[src/rtl/seq_divider.sv]
// Unsigned restoring divider, one quotient bit per cycle, MSB first.
// Latency: WIDTH+1 edges from accept (counting the accept edge) to out_valid; 1 edge on divide-by-zero.
// Backpressure: in_ready only in IDLE; the result is held in DONE until out_ready is seen.
//
// Ports:
//   clk, rst_n             clock, asynchronous active-low reset
//   in_valid / in_ready    request handshake; dividend, divisor sampled at accept
//   out_valid / out_ready  result handshake; quotient, remainder, div_by_zero valid with out_valid
module seq_divider #(
  parameter int WIDTH = 32
) (
  input  logic             clk,
  input  logic             rst_n,
  input  logic             in_valid,
  output logic             in_ready,
  input  logic [WIDTH-1:0] dividend,
  input  logic [WIDTH-1:0] divisor,
  output logic             out_valid,
  input  logic             out_ready,
  output logic [WIDTH-1:0] quotient,
  output logic [WIDTH-1:0] remainder,
  output logic             div_by_zero
);

  localparam int CW = $clog2(WIDTH);
  localparam logic [CW-1:0] LAST_ITER = CW'(WIDTH - 1);

  typedef enum logic [1:0] {
    IDLE,
    BUSY,
    DONE
  } state_t;

  state_t           state;
  logic [CW-1:0]    cnt;
  // quo_q starts as the dividend and is shifted left each step: its MSB feeds
  // the partial remainder while the new quotient bit enters at the LSB.
  logic [WIDTH-1:0] quo_q;
  // The partial remainder is always < divisor after a step, so it fits in
  // WIDTH bits; the extra bit only exists in the shifted/trial values.
  logic [WIDTH-1:0] rem_q;
  logic [WIDTH-1:0] dvsr_q;
  logic             dbz_q;

  logic [WIDTH:0]   shifted;
  logic [WIDTH:0]   trial;

  always_comb begin
    shifted = {rem_q, quo_q[WIDTH-1]};
    trial   = shifted - {1'b0, dvsr_q};
  end

  always_ff @(posedge clk or negedge rst_n) begin
    if (!rst_n) begin
      state     <= IDLE;
      cnt       <= '0;
      quo_q     <= '0;
      rem_q     <= '0;
      dvsr_q    <= '0;
      dbz_q     <= 1'b0;
      in_ready  <= 1'b1;
      out_valid <= 1'b0;
    end else begin
      case (state)
        IDLE: begin
          if (in_valid) begin
            cnt      <= '0;
            in_ready <= 1'b0;
            if (divisor == '0) begin
              quo_q     <= '1;
              rem_q     <= dividend;
              dbz_q     <= 1'b1;
              out_valid <= 1'b1;
              state     <= DONE;
            end else begin
              quo_q  <= dividend;
              rem_q  <= '0;
              dvsr_q <= divisor;
              dbz_q  <= 1'b0;
              state  <= BUSY;
            end
          end
        end
        BUSY: begin
          // trial[WIDTH] set means the subtraction borrowed: restore.
          rem_q <= trial[WIDTH] ? shifted[WIDTH-1:0] : trial[WIDTH-1:0];
          quo_q <= {quo_q[WIDTH-2:0], ~trial[WIDTH]};
          cnt   <= cnt + 1'b1;
          if (cnt == LAST_ITER) begin
            out_valid <= 1'b1;
            state     <= DONE;
          end
        end
        DONE: begin
          if (out_ready) begin
            out_valid <= 1'b0;
            in_ready  <= 1'b1;
            state     <= IDLE;
          end
        end
        default: begin
          out_valid <= 1'b0;
          in_ready  <= 1'b1;
          state     <= IDLE;
        end
      endcase
    end
  end

  assign quotient    = quo_q;
  assign remainder   = rem_q;
  assign div_by_zero = dbz_q;

endmodule

[config.mk]
export PLATFORM = sky130hd
export DESIGN_NAME = seq_divider
export DESIGN_NICKNAME = d
export VERILOG_FILES = /design/src/rtl/seq_divider.sv
export SDC_FILE = /design/constraint.sdc
export NUM_CORES = 1
export LEC_CHECK = 0
export BUFFER_PORTS_ARGS = -buffer_cell sky130_fd_sc_hd__buf_4
export CORE_ASPECT_RATIO = 1.75
export CORE_UTILIZATION = 41
export CTS_CLUSTER_DIAMETER = 40
export CTS_CLUSTER_SIZE = 10
export DETAILED_ROUTE_END_ITERATION = 7
export PLACE_DENSITY = 0.72
export SYNTH_ARGS = -nofsm -noshare
export SYNTH_HDL_FRONTEND = slang
export SYNTH_SLANG_ARGS = --single-unit
[constraint.sdc]
create_clock -name clk -period 6.5 [get_ports clk]
set_input_delay 1.3 -clock clk [delete_from_list [all_inputs] [get_ports clk]]
set_output_delay 1.3 -clock clk [all_outputs]
set_load 0.05 [all_outputs]
# After elaboration in Yosys (flattened, before gate mapping)
# Cells that the tools add are included.
dict set report totals {
  ff_bits 106
  input_bits 68
  out_inout_bits 67
  word_cells 52
}
dict set report classes {
  add_sub_neg 2
  n_eq_ne 7
  n_mux 23
  bitwise_logic 3
  n_reduce_logical 9
}
# operator count
set ops {}
lappend ops {{two-way mux 32 bit} 5}
lappend ops {{case mux 32 bit (2 select lines)} 2}
lappend ops {{subtractor 33 x 32 -> 33 bit} 1}
lappend ops {{logical NOT 32 bit} 1}
lappend ops {{case mux 5 bit (2 select lines)} 1}
lappend ops {{AND reduction 3 bit} 3}
lappend ops {{two-way mux 2 bit} 4}
lappend ops {{inequality test 2 bit, second input constant} 4}
lappend ops {{two-way mux 1 bit} 7}
lappend ops {{case mux 1 bit (3 select lines)} 2}
lappend ops {{case mux 2 bit (3 select lines)} 1}
lappend ops {{adder 5 x 1 -> 5 bit, second input constant} 1}
lappend ops {{== test 5 bit, second input constant} 1}
lappend ops {{two-way mux 5 bit} 1}
lappend ops {{AND reduction 2 bit} 2}
lappend ops {{AND reduction 4 bit} 1}
lappend ops {{NOT 1 bit} 3}
lappend ops {{== test 2 x 1 -> 1 bit, second input constant} 1}
lappend ops {{== test 2 bit, second input constant} 1}
lappend ops {{logical NOT 2 bit} 1}
lappend ops {{nonzero test 2 bit} 1}

# Longest topological paths before layout
# Gate-level depths: netlist of run 1.
dict set report depth {
  ltp_word 4
  depth_mapped 13
  depth_no_buf 12
}

# Worst setup path before layout of run 1
# Ideal clock, no wire load.
dict set report synth_path {
  path_type {reg-to-reg}
  start {register quo_q[31], in the netlist quotient[31]}
  end {register rem_q[30], in the netlist remainder[30]}
  setup_ns 0.087
  arrival_time_ns 3.225
  required_time_ns 6.413
  slack_ns 3.188
  stages_incl_launch_ff 13
  path_buffers 0
  period_less_slack_ns 3.312
  cell_sequence {dfrtp_1 > inv_1 > ha_1 > fa_1 > nand2b_1 > a21oi_2 > o211ai_2 > a21oi_1 > o211ai_1 > a2111oi_0 > nor3_1 > or3b_1 > a211oi_2}
}
dict set report synth_via {
  elab_chain_len 3
}
# item line
set synth_lines {}
lappend synth_lines {{start: declaration} 38} ;# logic [WIDTH-1:0] quo_q;
lappend synth_lines {{start signal: assignment} 76} ;# quo_q <= dividend;
lappend synth_lines {{start signal: assignment} 87} ;# quo_q <= {quo_q[WIDTH-2:0], ~trial[WIDTH]};
lappend synth_lines {{subtractor 33 x 32 -> 33 bit} 50} ;# trial = shifted - {1'b0, dvsr_q};
lappend synth_lines {{two-way mux 32 bit} 86} ;# rem_q <= trial[WIDTH] ? shifted[WIDTH-1:0] : trial[WIDTH-1:0];
lappend synth_lines {{case mux 32 bit (2 select lines)} 64} ;# case (state)
lappend synth_lines {{end signal: assignment} 71} ;# rem_q <= dividend;
lappend synth_lines {{end signal: assignment} 86}
lappend synth_lines {{end: declaration} 41} ;# logic [WIDTH-1:0] rem_q;
# Every way passes these cells.
# A chain may end at the register's enable or synchronous reset.

# Worst setup path after layout of run 1
dict set report layout_path {
  start {register quo_q[31], in the netlist quotient[31]}
  end {register rem_q[8], in the netlist remainder[8]}
}
# Same word-level chain as after synthesis.

==> results of run 1 <==
-- cells in the final DEF (no fill, tap or decap), types with 4 or more instances in the layout --
cell type  netlist  layout
nor3_1          42      41
nand2b_1         5       4
ha_1            34      34
dfrtp_1        105     105
a21o_1          10      10
xnor2_1         10      10
o21ai_1         21      21
nor2_1          83      81
o211ai_1         4       4
xor2_1          20      19
o22ai_1          4       4
a21oi_1         86      86
clkbuf_16        0       9
and3_1          16      16
a211oi_1         6       6
nand3_1          6       6
inv_1           41      41
a31oi_1         13      13
mux2i_1          6       6
nand2_1         66      66
buf_4            0     142
nand4_1          9       9
mux2_2          33      33
o31ai_1         31      31
o21ai_0         25      25
o21a_1           4       4
nor4_1          11      10
-- worst max-delay path: stages (launching register included) --
cell       delay, ns
dfrtp_1         0.38
inv_1           0.08
ha_1            0.22
fa_1            0.40
nand2b_1        0.19
a21oi_2         0.22
o211ai_2        0.15
a2111oi_2       0.40
nor3_1          0.18
xor2_4          0.50
buf_4           0.47
nor2_1          0.09
a21oi_1         0.22
o21ai_1         0.08
-- sequential cells by signal, indices dropped and copies added (netlist names) --
register and cells:
state 2, dvsr_q 32, div_by_zero 1, quotient 32, cnt 5, remainder 32
in_ready 1, out_valid 1
-- stage by stage --
step           utilization  cell area, um^2
4_1_cts             0.5117             8163
6_report            0.5117             8163
2_1_floorplan            -             6736
3_3_place_gp        0.4935             7873
3_5_place_dp        0.4935             7873
5_1_grt             0.5117             8163
-- final cells by class --
type	instances	share of cell area
repair buffers	142	0.1306
clock buffers	10	0.02805
multi-input cells	583	0.4609
clock inverters	6	0.007511
inverters	41	0.01885
flip-flops and latches	106	0.3251
well taps	189	0.02897
-- logic make-up after synthesis --
logic type               count (synthesis)  share of synthesized area
buffers and inverters                   92                    0.05312
adder cells (fa/ha/maj)                 35                    0.06612
AO/OA/AOI/OAI                          227                     0.2125
XOR/XNOR                                30                    0.03900
AND/OR/NAND/NOR                        251                     0.1696
multiplexers                            40                    0.06575
flip-flops                             106                     0.3939
-- metal layers --
layer	share of wire	up-vias	track usage
met5	0	-	0
met4	0.068	0	0.1798
met3	0.044	75	0.03332
met2	0.55	222	0.4588
met1	0.34	3045	0.2519
li1	-	2988	-
-- worst max-delay path by stage --
stage / from / end / slack [ns] / depth (start not counted)
6_report: quotient[31] / remainder[8] / 2.76 / 13
3_5_place_dp: divisor[5] / dvsr_q[4] / 2.42 / 7
2_1_floorplan: quotient[31] / remainder[30] / 3.19 / 12
4_1_cts: quotient[31] / remainder[8] / 2.78 / 13
5_1_grt: quotient[31] / remainder[8] / 2.51 / 13
3_3_place_gp: divisor[5] / dvsr_q[5] / 2.42 / 7
==> metrics.txt, run 1 <==
status finished, final reports clean; postcts setup bufs 0; #FFs+latches synth 106; syn avg cell area about 8.6 um^2; Hold Buf Count CTS 0; Wirelength per Cell a little under 20 um; HP Start dvsr_q[6]; Max Slew Vio Count 0; fin nets between 900 and 1000; area leader, netlist dfrtp_1; Max Fclk 267.7 MHz; die area between 15000 and 20000 um^2; Crit Path Category flip-flop to flip-flop; CTS tree done; DP HPWL between 15000 and 20000 um; worst setup margin ~2.8 ns; Netlist cell types a little under 60; WHS Path Cells 1; CTS clk-pin slew, worst paths around 0.080 ns; Post-synth EDFFs 0; sinks on the clock net 106; final setup vio count 0; vias in the first global route about 6300; Setup Skew 0.01108 ns; main flop type after synthesis dfrtp_1; synth-to-layout area growth 21.17%; gpl congestion 0.8910; Post-synth top cells 105 x dfrtp_1, 86 x a21oi_1, 83 x nor2_1, 66 x nand2_1, 42 x nor3_1; count leader, synth dfrtp_1; Data required, critical path about 6.7 ns; clock buffer depth 2; RSZ-0062 raised after global routing no; crit path capture type flip-flop; MaxCap Viol Count 0; Worst R2R End remainder[8]; starting density of the core 0.4223; crit-path max FO 39; top post-synthesis cells by area dfrtp_1 39%, a21oi_1 6.4%, ha_1 6.3%; Async S/R FF share, synth 1.000; HP Class flip-flop to flip-flop; Mapped Cells a little under 800; Multi-input gate area about 3800 um^2; max_slew headroom 0.4630; worst-skew pair later-pin latency between 0.3 and 0.4 ns; reg2reg start quotient[31]; share of cells above drive strength 1 0.2331; R2R Setup Slk 2.76 ns; Hold Vio Cnt, Final 0; largest net degree at the start of global routing between 60 and 70; dpl ws 2.418 ns; core footprint 15950 um^2; Hold Path Sink dvsr_q[6]; global-route wire length before repair between 30000 and 40000 um; Critical Path Start Type flip-flop; initial antenna violation count 0; DRT Wirelength between 20000 and 25000 um; min cycle time layout approximately 3.7 ns; CTS root buf clkbuf_16; First DRT Iteration DRCs approximately 340; GRT overflow 0; Yosys top cell area share 0.3900; Avg Vias per Cell slightly below 6; DP Cell Count between 1000 and 1500; drt first pass iters 5; reg2reg path depth 13; Worst-Margin Slew a little under 0.8 ns; H-tree depth 3; WP data arrival between 3 and 4 ns; Die Wd just under 100 um; Yosys Warn Count 0; non-filler cells, final 1077; setup TNS 0 ns; sequential area share after synthesis 0.3939; FF+latch area between 2000 and 3000 um^2; # IOs about 140; number of diodes 0; row cnt a little over 60; Hold Slack between 0.5 and 0.6 ns; post-CTS sizing 0; I/O Buffers 134; Fill cells ~1500; synthesized net count just under 900; DRT antenna net count 0; GRT Overall Usage 0.2475; period utilisation layout 0.5747; Post-route DRC 0; via count ~6300; die height about 170 um; CTS Buf Count 9; post-synthesis cell area a little under 7000 um^2
Power of run 1 is not shown: default switching activity piles up to over one toggle a cycle in this logic, so the estimate is an artifact.
==> run 2, diff against run 1 <==
Settings changed: ABC_AREA set to 1, PLACE_DENSITY 0.72 to 0.71.
Clock period 6.5 ns to 3.44 ns, I/O delays scaled along.
==> run 2 against run 1 <==
Cell area is 21% higher. Sequential share of layout area is 5.7 points lower. Area after synthesis is 22% higher. Via count is 31% higher. Critical path depth is 4 higher. Non-clock buffer count is 15 higher. Synthesized cell count is 64% higher. Global-route usage is 1.7 points higher.
==> metrics.txt, run 2 <==
via count 8271; CP max-delay cell fa_1; Yosys Warn Count 0; status finished, final reports clean; MaxCap Viol Count 0; synth-to-layout area growth 20.16%; crit path capture type flip-flop; initial antenna violation count 0; die height between 150 and 200 um; Post-synth EDFFs 0; synthesized net count between 1000 and 1500; #FFs+latches synth 106; reg2reg path depth 17; max_slew headroom 0.3803; Setup Skew ~0.012 ns; met1 Track Usage GR 0.2987; core footprint about 20000 um^2; Hold Buf Count CTS 0; global-route wire length before repair 41420 um; H-tree depth 3; # IOs between 100 and 150; Yosys top cell area share 0.3195; row cnt just under 70; main flop type after synthesis dfrtp_1; die area about 21000 um^2; Avg Vias per Cell between 5 and 6; largest net degree at the start of global routing between 60 and 70; Critical Path Start Type flip-flop; R2R Setup Slk around 0.8 ns; final setup vio count 0; Post-synth top cells 414 x nand2_1, 264 x inv_1, 105 x dfrtp_1, 104 x nand3_1, 70 x nor2_1; HP Class primary input to async pin; post-synthesis cell area about 8000 um^2; I/O Buffers 134; global-route track usage on met2 0.4644; drt first pass iters 5; period utilisation layout 0.7685; Worst R2R End remainder[27]; Worst-Margin Slew a little over 0.9 ns; number of diodes 0; First DRT Iteration DRCs 406; reg2reg start quotient[31]; Die Wd approximately 110 um; commonest cells after routing, fill and taps aside 413 x nand2_1, 264 x inv_1, 154 x buf_4; clock buffer depth 2; CP Cell Sequence inv_1 > ha_1 > fa_1 > inv_1 > nand2_1 > nand2_1 > nand3_1 > nand2_1 > nand2_1 > nand2_1 > nand2_2 > nand3_2 > buf_4 > nand3_1 > nand2_1 > nand2_1 > a21oi_1; crit-path max FO 23; CTS tree done; setup TNS 0 ns; DRT antenna net count 0; Wirelength per Cell roughly 16 um; RSZ-0062 raised after global routing no; vias in the first global route slightly above 8000; grt met3 use 0.03201; share of cells above drive strength 1 0.1453; CTS root buf clkbuf_16; GRT busiest layer met2; CTS clk-pin slew, worst paths 0.07 ns; DP HPWL approximately 21000 um; Crit Path Category flip-flop to flip-flop; postcts setup bufs 0; sequential area share after synthesis 0.3227; most common cell after layout, fill and taps aside nand2_1; count leader, synth nand2_1; CP dominant cell by count nand2_1; GRT overflow 0; GRT Overall Usage 0.2641; Data required, critical path about 3.7 ns; fin nets 1502; DRT Wirelength between 20000 and 30000 um; worst-skew pair later-pin latency 0.37 ns; Post-route DRC 0; Async S/R FF share, synth 1.000; Mapped Cells roughly 1300; WP data arrival between 2 and 3 ns; syn avg cell area 6.424 um^2; top post-synthesis cells by area dfrtp_1 32%, nand2_1 19%, inv_1 12%; area leader, netlist dfrtp_1; Max Slew Vio Count 0; Netlist cell types 43; starting density of the core 0.4184; min cycle time layout around 2.6 ns; Hold Vio Cnt, Final 0; slowest stage delay, CP about 0.41 ns; sinks on the clock net approximately 110; gpl congestion approximately 1.0; Max Fclk approximately 380 MHz; post-CTS sizing 0; CTS Buf Count 9
==> run 2: cell types whose count changed after synthesis, sizes merged, moves of 11 or more <==
cell / before / now
a21boi: 0 / 27
and3: 16 / 1
mux2: 34 / 0
inv: 41 / 268
a21oi: 87 / 26
nand2: 66 / 419
a22oi: 0 / 19
nand4: 9 / 20
nand3: 6 / 105
nor3: 42 / 3
a211oi: 7 / 20
o31ai: 31 / 0
==> run 2: worst max path at each step <==
| stage | cells after the start | endpoint | from | slack, ns |
|---|---|---|---|---|
| global placement | 10 | remainder[4] | divisor[1] | 0.66 |
| CTS | 17 | remainder[27] | quotient[31] | 0.80 |
| global route | 17 | remainder[31] | quotient[31] | 0.48 |
| finish | 17 | remainder[27] | quotient[31] | 0.80 |
| detailed placement | 10 | remainder[4] | divisor[1] | 0.72 |
| floorplan | 19 | remainder[28] | quotient[31] | 0.83 |
==> run 2: metrics by stage <==
stage | cells | utilization | setup slack, ns | hold slack, ns | area [um^2]
2_1_floorplan | 1280 | - | 0.8331 | 0.3924 | 8223
3_3_place_gp | 1633 | 0.4854 | 0.6645 | 0.4818 | 9539
3_5_place_dp | 1633 | 0.4854 | 0.7191 | 0.4799 | 9539
4_1_cts | 1649 | 0.5027 | 0.8015 | 0.3436 | 9881
5_1_grt | 1649 | 0.5027 | 0.4813 | 0.3634 | 9881
6_report | 1649 | 0.5027 | 0.7963 | 0.3104 | 9881
==> run 2: logic make-up (layout without fill, tap and decap cells) <==
family                     count (synthesis)  count (layout)  share of synthesized area
adders and majority gates                 35              35                    0.05417
AOI/OAI and AO/OA                        160             160                     0.1264
and+or+nand+nor                          647             647                     0.3311
DFF                                      106             106                     0.3227
buffers and inverters                    317             441                     0.1496
xor gates and xnor gates                  15              15                    0.01598
==> run 2: final cells by class <==
cell class	count	area, um^2
fill	2036	9773
multi-input combinational	857	4357
sequential	106	2654
timing repair buffer	157	1216
inverter	268	1006
tap	245	306.5
clock buffer	10	229.0
clock inverter	6	112.6
==> run 2: critical path: cells and delay by family (launching register included) <==
family / cells / cell delay [ns]
flops: 1 / 0.35
compound gates: 1 / 0.15
simple gates: 11 / 0.96
buf+inv: 3 / 0.47
fa+ha+maj: 2 / 0.64
==> run 2: layer usage <==
metal | share of wire | vias to the layer above
li1 | - | 4214
met1 | 0.39 | 3775
met2 | 0.51 | 218
met3 | 0.039 | 64
met4 | 0.057 | 0
met5 | 0 | -
Power of run 2 is left out for the same reason.
